## src/rtl/mult_mem_engine.sv

```systemverilog
// Multiply / multiply-accumulate engine that streams results into an external
// memory, plus a back-pressured block reader that replays the last batch.
module mult_mem_engine #(
  parameter int WIDTH    = 32,
  parameter int IN_WIDTH = 16,
  parameter int ADDR_W   = 6,
  parameter int SIGNED   = 0
) (
  input  logic                clk,
  input  logic                rst,
  input  logic                EN_mult,
  input  logic                mode,
  input  logic [ADDR_W:0]     batch_len,
  input  logic                mult_valid,
  input  logic [IN_WIDTH-1:0] mult_input0,
  input  logic [IN_WIDTH-1:0] mult_input1,
  output logic                RDY_mult,
  output logic                EN_writeMem,
  output logic [ADDR_W-1:0]   writeMem_addr,
  output logic [WIDTH-1:0]    writeMem_val,
  output logic                DONE_mult,
  input  logic                EN_blockRead,
  output logic                EN_readMem,
  output logic [ADDR_W-1:0]   readMem_addr,
  input  logic [WIDTH-1:0]    readMem_val,
  output logic                VALID_memVal,
  output logic [WIDTH-1:0]    memVal_data,
  input  logic                memVal_ready,
  output logic                DONE_read,
  output logic                busy
);

  localparam int LW = ADDR_W + 1;
  localparam int PW = 2 * IN_WIDTH;
  localparam logic [LW-1:0] DEPTH_L = LW'(1 << ADDR_W);

  typedef enum logic [1:0] {IDLE, MULT, READ} state_t;
  state_t state, nextState;

  logic [LW-1:0]     lenQ, accCnt, lastLen, rdCnt, xferCnt, effLen;
  logic              modeQ, wrEnQ, doneQ, rdPend;
  logic [ADDR_W-1:0] wrAddrQ;
  logic [WIDTH-1:0]  acc, accNext, prod, wrValQ;
  logic [PW-1:0]     opA, opB, prodFull;
  logic [WIDTH-1:0]  fifo [2];
  logic              wPtr, rPtr;
  logic [1:0]        occ;
  logic [2:0]        pendN;
  logic              rdyInt, accept, issue, pop, lastXfer;

  generate
    if (SIGNED != 0) begin : g_sext
      assign opA = {{IN_WIDTH{mult_input0[IN_WIDTH-1]}}, mult_input0};
      assign opB = {{IN_WIDTH{mult_input1[IN_WIDTH-1]}}, mult_input1};
    end else begin : g_zext
      assign opA = {{IN_WIDTH{1'b0}}, mult_input0};
      assign opB = {{IN_WIDTH{1'b0}}, mult_input1};
    end
  endgenerate

  assign prodFull = opA * opB;

  generate
    if (WIDTH > PW) begin : g_wide
      logic ext;
      assign ext  = (SIGNED != 0) ? prodFull[PW-1] : 1'b0;
      assign prod = {{(WIDTH-PW){ext}}, prodFull};
    end else begin : g_trunc
      assign prod = prodFull[WIDTH-1:0];
    end
  endgenerate

  // Lengths beyond DEPTH are clamped so counters never wrap.
  always_comb begin
    effLen = batch_len;
    if (batch_len == '0 || batch_len > DEPTH_L)
      effLen = DEPTH_L;
  end

  assign accNext  = acc + prod;
  assign rdyInt   = (state == MULT) && (accCnt < lenQ);
  assign accept   = rdyInt && mult_valid;
  assign pop      = (occ != 2'd0) && memVal_ready;
  // A same-cycle pop frees a slot, keeping full throughput without overflow.
  assign pendN    = 3'(occ) + 3'(rdPend) - 3'(pop);
  assign issue    = (state == READ) && (rdCnt < lastLen)
                    && (pendN < 3'd2);
  assign lastXfer = (state == READ) && pop
                    && (xferCnt == lastLen - LW'(1));

  always_comb begin
    nextState = state;
    unique case (state)
      IDLE: begin
        if (EN_mult)
          nextState = MULT;
        else if (EN_blockRead)
          nextState = READ;
      end
      MULT: if (doneQ) nextState = IDLE;
      READ: if (lastXfer) nextState = IDLE;
      default: nextState = IDLE;
    endcase
  end

  always_ff @(posedge clk) begin
    if (!rst) begin
      state   <= IDLE;
      modeQ   <= 1'b0;
      lenQ    <= '0;
      accCnt  <= '0;
      acc     <= '0;
      wrEnQ   <= 1'b0;
      doneQ   <= 1'b0;
      wrAddrQ <= '0;
      wrValQ  <= '0;
      lastLen <= DEPTH_L;
      rdCnt   <= '0;
      xferCnt <= '0;
      rdPend  <= 1'b0;
      wPtr    <= 1'b0;
      rPtr    <= 1'b0;
      occ     <= 2'd0;
    end else begin
      state  <= nextState;
      wrEnQ  <= accept;
      doneQ  <= accept && (accCnt + LW'(1) == lenQ);
      rdPend <= issue;
      if (state == IDLE && EN_mult) begin
        modeQ  <= mode;
        lenQ   <= effLen;
        accCnt <= '0;
        acc    <= '0;
      end
      if (accept) begin
        accCnt  <= accCnt + LW'(1);
        acc     <= accNext;
        wrAddrQ <= accCnt[ADDR_W-1:0];
        wrValQ  <= modeQ ? accNext : prod;
      end
      if (doneQ)
        lastLen <= lenQ;
      if (state == IDLE && !EN_mult && EN_blockRead) begin
        rdCnt   <= '0;
        xferCnt <= '0;
      end
      if (issue)
        rdCnt <= rdCnt + LW'(1);
      if (rdPend) begin
        fifo[wPtr] <= readMem_val;
        wPtr       <= ~wPtr;
      end
      if (pop) begin
        rPtr    <= ~rPtr;
        xferCnt <= xferCnt + LW'(1);
      end
      occ <= occ + 2'(rdPend) - 2'(pop);
    end
  end

  assign busy          = rst && (state != IDLE);
  assign RDY_mult      = rst && rdyInt;
  assign EN_writeMem   = rst && wrEnQ;
  assign writeMem_addr = rst ? wrAddrQ : '0;
  assign writeMem_val  = rst ? wrValQ : '0;
  assign DONE_mult     = rst && doneQ;
  assign EN_readMem    = rst && issue;
  assign readMem_addr  = EN_readMem ? rdCnt[ADDR_W-1:0] : '0;
  assign VALID_memVal  = rst && (occ != 2'd0);
  assign memVal_data   = VALID_memVal ? fifo[rPtr] : '0;
  assign DONE_read     = rst && lastXfer;

endmodule

```

## config.mk

```make
export PLATFORM = sky130hd
export DESIGN_NAME = mult_mem_engine
export DESIGN_NICKNAME = d
export VERILOG_FILES = /design/src/rtl/mult_mem_engine.sv
export SDC_FILE = /design/constraint.sdc
export NUM_CORES = 1
export LEC_CHECK = 0
export CAP_MARGIN = 20
export CORE_UTILIZATION = 65
export CTS_CLUSTER_SIZE = 14
export DETAILED_ROUTE_END_ITERATION = 10
export PLACE_DENSITY = 0.88
export SYNTH_ARGS = -nofsm -noshare
export SYNTH_HDL_FRONTEND = slang
export SYNTH_SLANG_ARGS = --single-unit
export TNS_END_PERCENT = 1
```

## constraint.sdc

```tcl
create_clock -name clk -period 18.1 [get_ports clk]
set_clock_uncertainty 0.2 [all_clocks]
set_input_delay 3.62 -clock clk [delete_from_list [all_inputs] [get_ports clk]]
set_output_delay 3.62 -clock clk [all_outputs]
set_load 0.01 [all_outputs]
```

* Word-level counts from Yosys, hierarchy flattened
Memories as Yosys holds them, arrays and structs flattened. A register that Yosys moved wholly into a read port is not among the register bits.
Cells that the tools add are included.
** Word-level totals
- Output and inout port bits :: 83
- Bits of input ports :: 78
- Logic and storage cells :: 91
- Bits in writable memories :: 64
- Memories :: 1
- Bits in registers :: 115
** Memories
- fifo :: depth 2, width 32, read ports 1, clocked after memory_dff 1, wr ports 1, RTL line 45 : logic [WIDTH-1:0] fifo [2];
** Operators by class
- Magnitude comparators :: 4
- Multipliers :: 1
- Bitwise gates (word level) :: 2
- Add/sub/neg operators :: 9
- Reduce and logical (&&, ||, !) cells :: 28
- Equal/unequal tests :: 7
- Mux-type cells :: 23
** Operators with widths (number)
- $mux W32 :: 5
- $mux W7 :: 6
- $add A32 B32 Y32 :: 1
- $mul A16 B16 Y32 :: 1
- $add A7 B1 Y7 const B :: 3
- $logic_and A1 B1 Y1 :: 18
- $eq A7 B7 Y1 :: 2
- $lt A7 B7 Y1 :: 2
- $mux W6 :: 2
- $reduce_bool A2 Y1 :: 5
- $mux W2 :: 4
- $gt A7 B7 Y1 const B :: 1
- $logic_not A7 Y1 :: 1
- $sub A7 B1 Y7 const B :: 1
- $pmux W2 S3 :: 1
- $mux W1 :: 5
- $ne A2 B2 Y1 const B :: 2
- $add A2 B1 Y3 :: 1
- $lt A3 B2 Y1 const B :: 1
- $ne A3 B3 Y1 const B :: 1
- $reduce_and A3 Y1 :: 1
- $sub A3 B1 Y3 :: 1
- $add A2 B1 Y2 :: 1
- $eq A2 B1 Y1 const B :: 1
- 6 further kinds :: 7

* Longest topological paths before layout
- Depth in word-level cells :: 7
- Mapped depth :: 35
- Gate-level depth less buffers :: 32

* Worst setup path after synthesis
Ideal clock, no wire load.
- Kind :: input-to-reg
- From :: input mult_input1[1]
- To :: register wrValQ[31]
- Slack :: 7.031 ns
- Path buffers :: 2
- Setup time :: 0.087 ns
- Arrival :: 10.782 ns
- Stages :: 31
- Cell sequence :: clkbuf_1 nand2_1 fa_1 fa_1 fa_1 fa_1 inv_1 fa_1 inv_1 fa_1 inv_1 ha_1 and4_1 a311oi_2 o41ai_2 a31oi_2 o21bai_2 a21o_1 xor2_1 ha_1 clkbuf_1 a21oi_1 o21bai_1 a21oi_1 o21a_1 o21ai_0 nor3_1 o21ai_1 a21o_1 and4_2 o31ai_1
** On the way
- Word-level cells in the longest chain between the ends :: 3
** RTL lines
- start: declaration :: RTL line 16 : input logic [IN_WIDTH-1:0] mult_input1,
- $mul A16 B16 Y32 (*) :: RTL line 61 : assign prodFull = opA * opB;
- $add A32 B32 Y32 :: RTL line 80 : assign accNext = acc + prod;
- $mux W32 (*) :: RTL line 139 : wrValQ <= modeQ ? accNext : prod;
- end signal: assignment :: RTL line 139
- end: declaration :: RTL line 43 : logic [WIDTH-1:0] acc, accNext, prod, wrValQ;
Mark *: on every way between the ends. The rest lies on a longest branch, timed or not.
A chain may end at the register's enable or synchronous reset.

* Worst setup path after layout
- From :: input mult_input0[4]
- To :: register wrValQ[30]
** On the way
- Word-level cells in the longest chain between the ends :: 3
** RTL lines
- start: declaration :: RTL line 15 : input logic [IN_WIDTH-1:0] mult_input0,
- $mul A16 B16 Y32 (*) :: RTL line 61
- $add A32 B32 Y32 :: RTL line 80
- $mux W32 (*) :: RTL line 139
Marks and branches as above.

==> key figures <==
Timing
  – Slew Viols, Final: 0
  – RSZ-0062 raised after global routing: no
  – Fin crit share: 0.6737
  – Sum Neg Setup Slack: 0 ns
  – Slew HR: 0.3479
  – Peak Freq: 82.00 MHz
  – Final min period: 12.19 ns
  – Fin. Hold Viols: 0
  – Tightest Pin Transition: 0.9781 ns
  – Setup violators final: 0

Placed design
  – Placer congestion estimate: 0.9094
  – Cells after DPL: 2416
  – Port Buffer Count: 160
  – Hpwl dp: 33480 um

Clocking
  – H-tree lvl count: 4
  – Clk pin slew, worst setup/hold paths: 0.08 ns
  – Maximum buffer depth of the clock tree: 2
  – Post-cts sizing count: 0
  – CTS tree: yes
  – Worst-Skew Late Latency: 0.45 ns
  – # hold bufs at CTS: 0
  – Setup repair bufs after CTS: 0
  – CTS Root Cell: clkbuf_16
  – Total CTS buffers: 17
  – TritonCTS Sinks: 180

Floorplanning
  – Initial core utilization: 0.6655
  – DIE HEIGHT: 168.3 um
  – Chip Width: 168.3 um
  – Boundary pin count: 161
  – Site Rows: 60
  – DIE AREA: 28340 um2
  – CORE AREA: 27030 um2

Synth
  – Avg Inst Size Synth: 9.029 um2
  – Yosys Warn Count: 0
  – Net Count, Synth: 2423
  – Synth Instances: 1992
  – Synthesized area: 17990 um2
  – Main synth FF type: dfxtp_1
  – Share of the yosys chip area belonging to registers: 0.2360
  – FF+latch count, synth: 180
  – Post-synth EDFFs: 64
  – Fraction of registers with async set/reset: 0
  – Synth unique cells: 78

Worst setup path
  – CP required: 18.21 ns
  – Cells on worst reg2reg path: 13
  – Worst Path Buf+Inv: 5
  – CP max FO: 16
  – Slowest CP cell: clkdlybuf4s50_1
  – Critical Path Max Stage Delay: 0.83 ns
  – Top delay family on crit path: adder cells
  – Critical path startpoint category: input port
  – R2r startpoint: occ[1]$_SDFF_PN0_
  – R2r endpoint: rdCnt[5]$_SDFFE_PN0P_
  – Most frequent CP cell: fa_1
  – Worst EP arrival: 12.30 ns
  – CP Capture Type: register
  – FF-to-FF setup slack: 13.70 ns
  – Critical path class: in2reg

Worst hold path
  – Worst min path class: reg2reg
  – Hold path startpoint: acc[11]$_SDFFE_PN0P_
  – Min-Delay Path Depth: 2
  – Worst Hold End: acc[11]$_SDFFE_PN0P_

Layout
  – Layout area overhead: 13.44%
  – Fraction of layout instances using a drive strength above 1: 0.03321
  – Area of the multi-input gates: 12410 um2
  – Leading cell types in the layout, fill and taps excluded: inv_1 (265), nand2_1 (226), fa_1 (196)
  – Most common cell after layout, fill and taps aside: inv_1
  – Ant diodes: 0
  – Final nets: 2526
  – Reg area: 4245 um2
  – Non-filler instance count after layout: 2449
  – Fill cells: 1934

Job
  – Max Cap Violations: 0

Routing
  – Via count: 14770
  – Routed WL per cell: 18.50 um
  – DRC viols: 0
  – Vias per cell: 6.031
  – DR pass1 iterations: 5
  – 1st-iter DRT viols: 1102
  – WL final: 45310 um
  – Antenna viol nets, final: 0

Global route
  – Overflow after GRT: 0
  – Vias in the first global route: 15310
  – Tot GR Track Use: 0.3313
  – Largest net degree at the start of global routing: 55
  – First-pass GRT wire length: 75140 um
  – Initial antenna violation count: 0

Run status
  – Status: completed
==> how the worst max path moves through the flow <==
stage                    startpoint                 endpoint  slack, ns  cells after the start
floorplan            mult_input1[1]  wrValQ[31]$_SDFFE_PN0P_       7.03                     31
global placement    mult_input0[10]  wrValQ[30]$_SDFFE_PN0P_       6.01                     30
detailed placement  mult_input0[10]  wrValQ[30]$_SDFFE_PN0P_       5.69                     30
CTS                 mult_input0[10]  wrValQ[30]$_SDFFE_PN0P_       6.11                     30
global route         mult_input0[9]  wrValQ[30]$_SDFFE_PN0P_       5.36                     30
finish               mult_input0[4]  wrValQ[30]$_SDFFE_PN0P_       5.91                     31
==> logic make-up after synthesis <==
family                   share of synthesized area
buffers and inverters                      0.07464
AO/OA/AOI/OAI                               0.1161
flip-flops                                  0.2360
AND/OR/NAND/NOR                             0.1797
adder cells (fa/ha/maj)                     0.3274
multiplexers                               0.02838
XOR/XNOR                                   0.03784
==> Yosys cell counts (5+ instances only) <==
cell type | number | share of area
xnor2_1 | 40 | 0.019
o21ai_1 | 8 | 0.0022
o21ai_0 | 69 | 0.019
o21a_1 | 16 | 0.0067
and3_1 | 8 | 0.0028
o211ai_1 | 8 | 0.0033
nor2_1 | 130 | 0.027
and2_1 | 167 | 0.058
nor3_1 | 15 | 0.0042
ha_1 | 157 | 0.11
a2bb2oi_1 | 6 | 0.0029
nor3b_1 | 8 | 0.0033
fa_1 | 196 | 0.22
a211oi_1 | 6 | 0.0025
nand2b_1 | 23 | 0.0080
or3_1 | 5 | 0.0017
a21oi_1 | 91 | 0.025
xor2_1 | 34 | 0.017
clkbuf_1 | 75 | 0.016
dfxtp_1 | 116 | 0.13
buf_1 | 6 | 0.0013
a31oi_1 | 16 | 0.0056
a22o_1 | 12 | 0.0058
inv_1 | 265 | 0.055
edfxtp_1 | 64 | 0.11
nor2b_1 | 5 | 0.0017
a21o_1 | 20 | 0.0083
mux2i_1 | 51 | 0.028
nand2_1 | 226 | 0.047
nand3_1 | 35 | 0.0097
nor4_1 | 5 | 0.0017
o21bai_1 | 8 | 0.0033
nand4_1 | 14 | 0.0049
o22a_1 | 7 | 0.0034
==> through the flow <==
stage                     area (um2)  hold WS, ns  worst slack (ns)    util
after detailed placement       19760       0.2535             5.689  0.7310
final                          20400       0.2693             5.905  0.7550
after floorplan                17990       0.2315             7.031       -
after global routing           20400       0.3054             5.363  0.7550
after CTS                      20380       0.2703             6.107  0.7539
after global placement         19760       0.2421             6.009  0.7310
==> final cells by class <==
class / instances / area share
inverter: 267 / 0.04912
multi-input combinational: 1458 / 0.6083
clock buffer: 17 / 0.02085
sequential: 180 / 0.2081
timing repair buffer: 171 / 0.08328
clock inverter: 15 / 0.009505
tap: 341 / 0.02091
==> flip-flops by register name (all words and copies together) (netlist names), named ones only <==
| name | cells |
|---|---|
| accCnt | 7 |
| lastLen | 7 |
| wrValQ | 32 |
| rdCnt | 7 |
| fifo | 64 |
| rdPend | 1 |
| rPtr | 1 |
| state | 2 |
| acc | 32 |
| occ | 2 |
| modeQ | 1 |
| wrAddrQ | 6 |
| xferCnt | 7 |
| lenQ | 7 |
| wPtr | 1 |
| wrEnQ | 1 |
| doneQ | 1 |
==> worst register-to-register path, cell delays in order, from the launching register on <==
cell	delay, ns
dfxtp_1	0.38
o21ai_1	0.51
clkinv_1	0.42
ha_1	0.38
inv_1	0.06
ha_1	0.12
inv_1	0.06
fa_1	0.43
xor2_1	0.18
nor4b_1	0.64
o21ai_0	0.30
nand3_1	0.29
nand2_1	0.09
a22o_1	0.24
==> routing by layer <==
metal | routed length, um | vias to the layer above | global-route usage | share of wire
met4 | 1735 | 0 | 0.1478 | 0.038
met3 | 2791 | 133 | 0.04772 | 0.062
met1 | 18230 | 7277 | 0.4164 | 0.40
met5 | 0 | - | 0 | 0
met2 | 22550 | 623 | 0.5681 | 0.50
li1 | - | 6736 | - | -
Power is left out: the tool's default activity adds up to more than one toggle a clock period on the data nets, which glitch-free logic cannot reach.
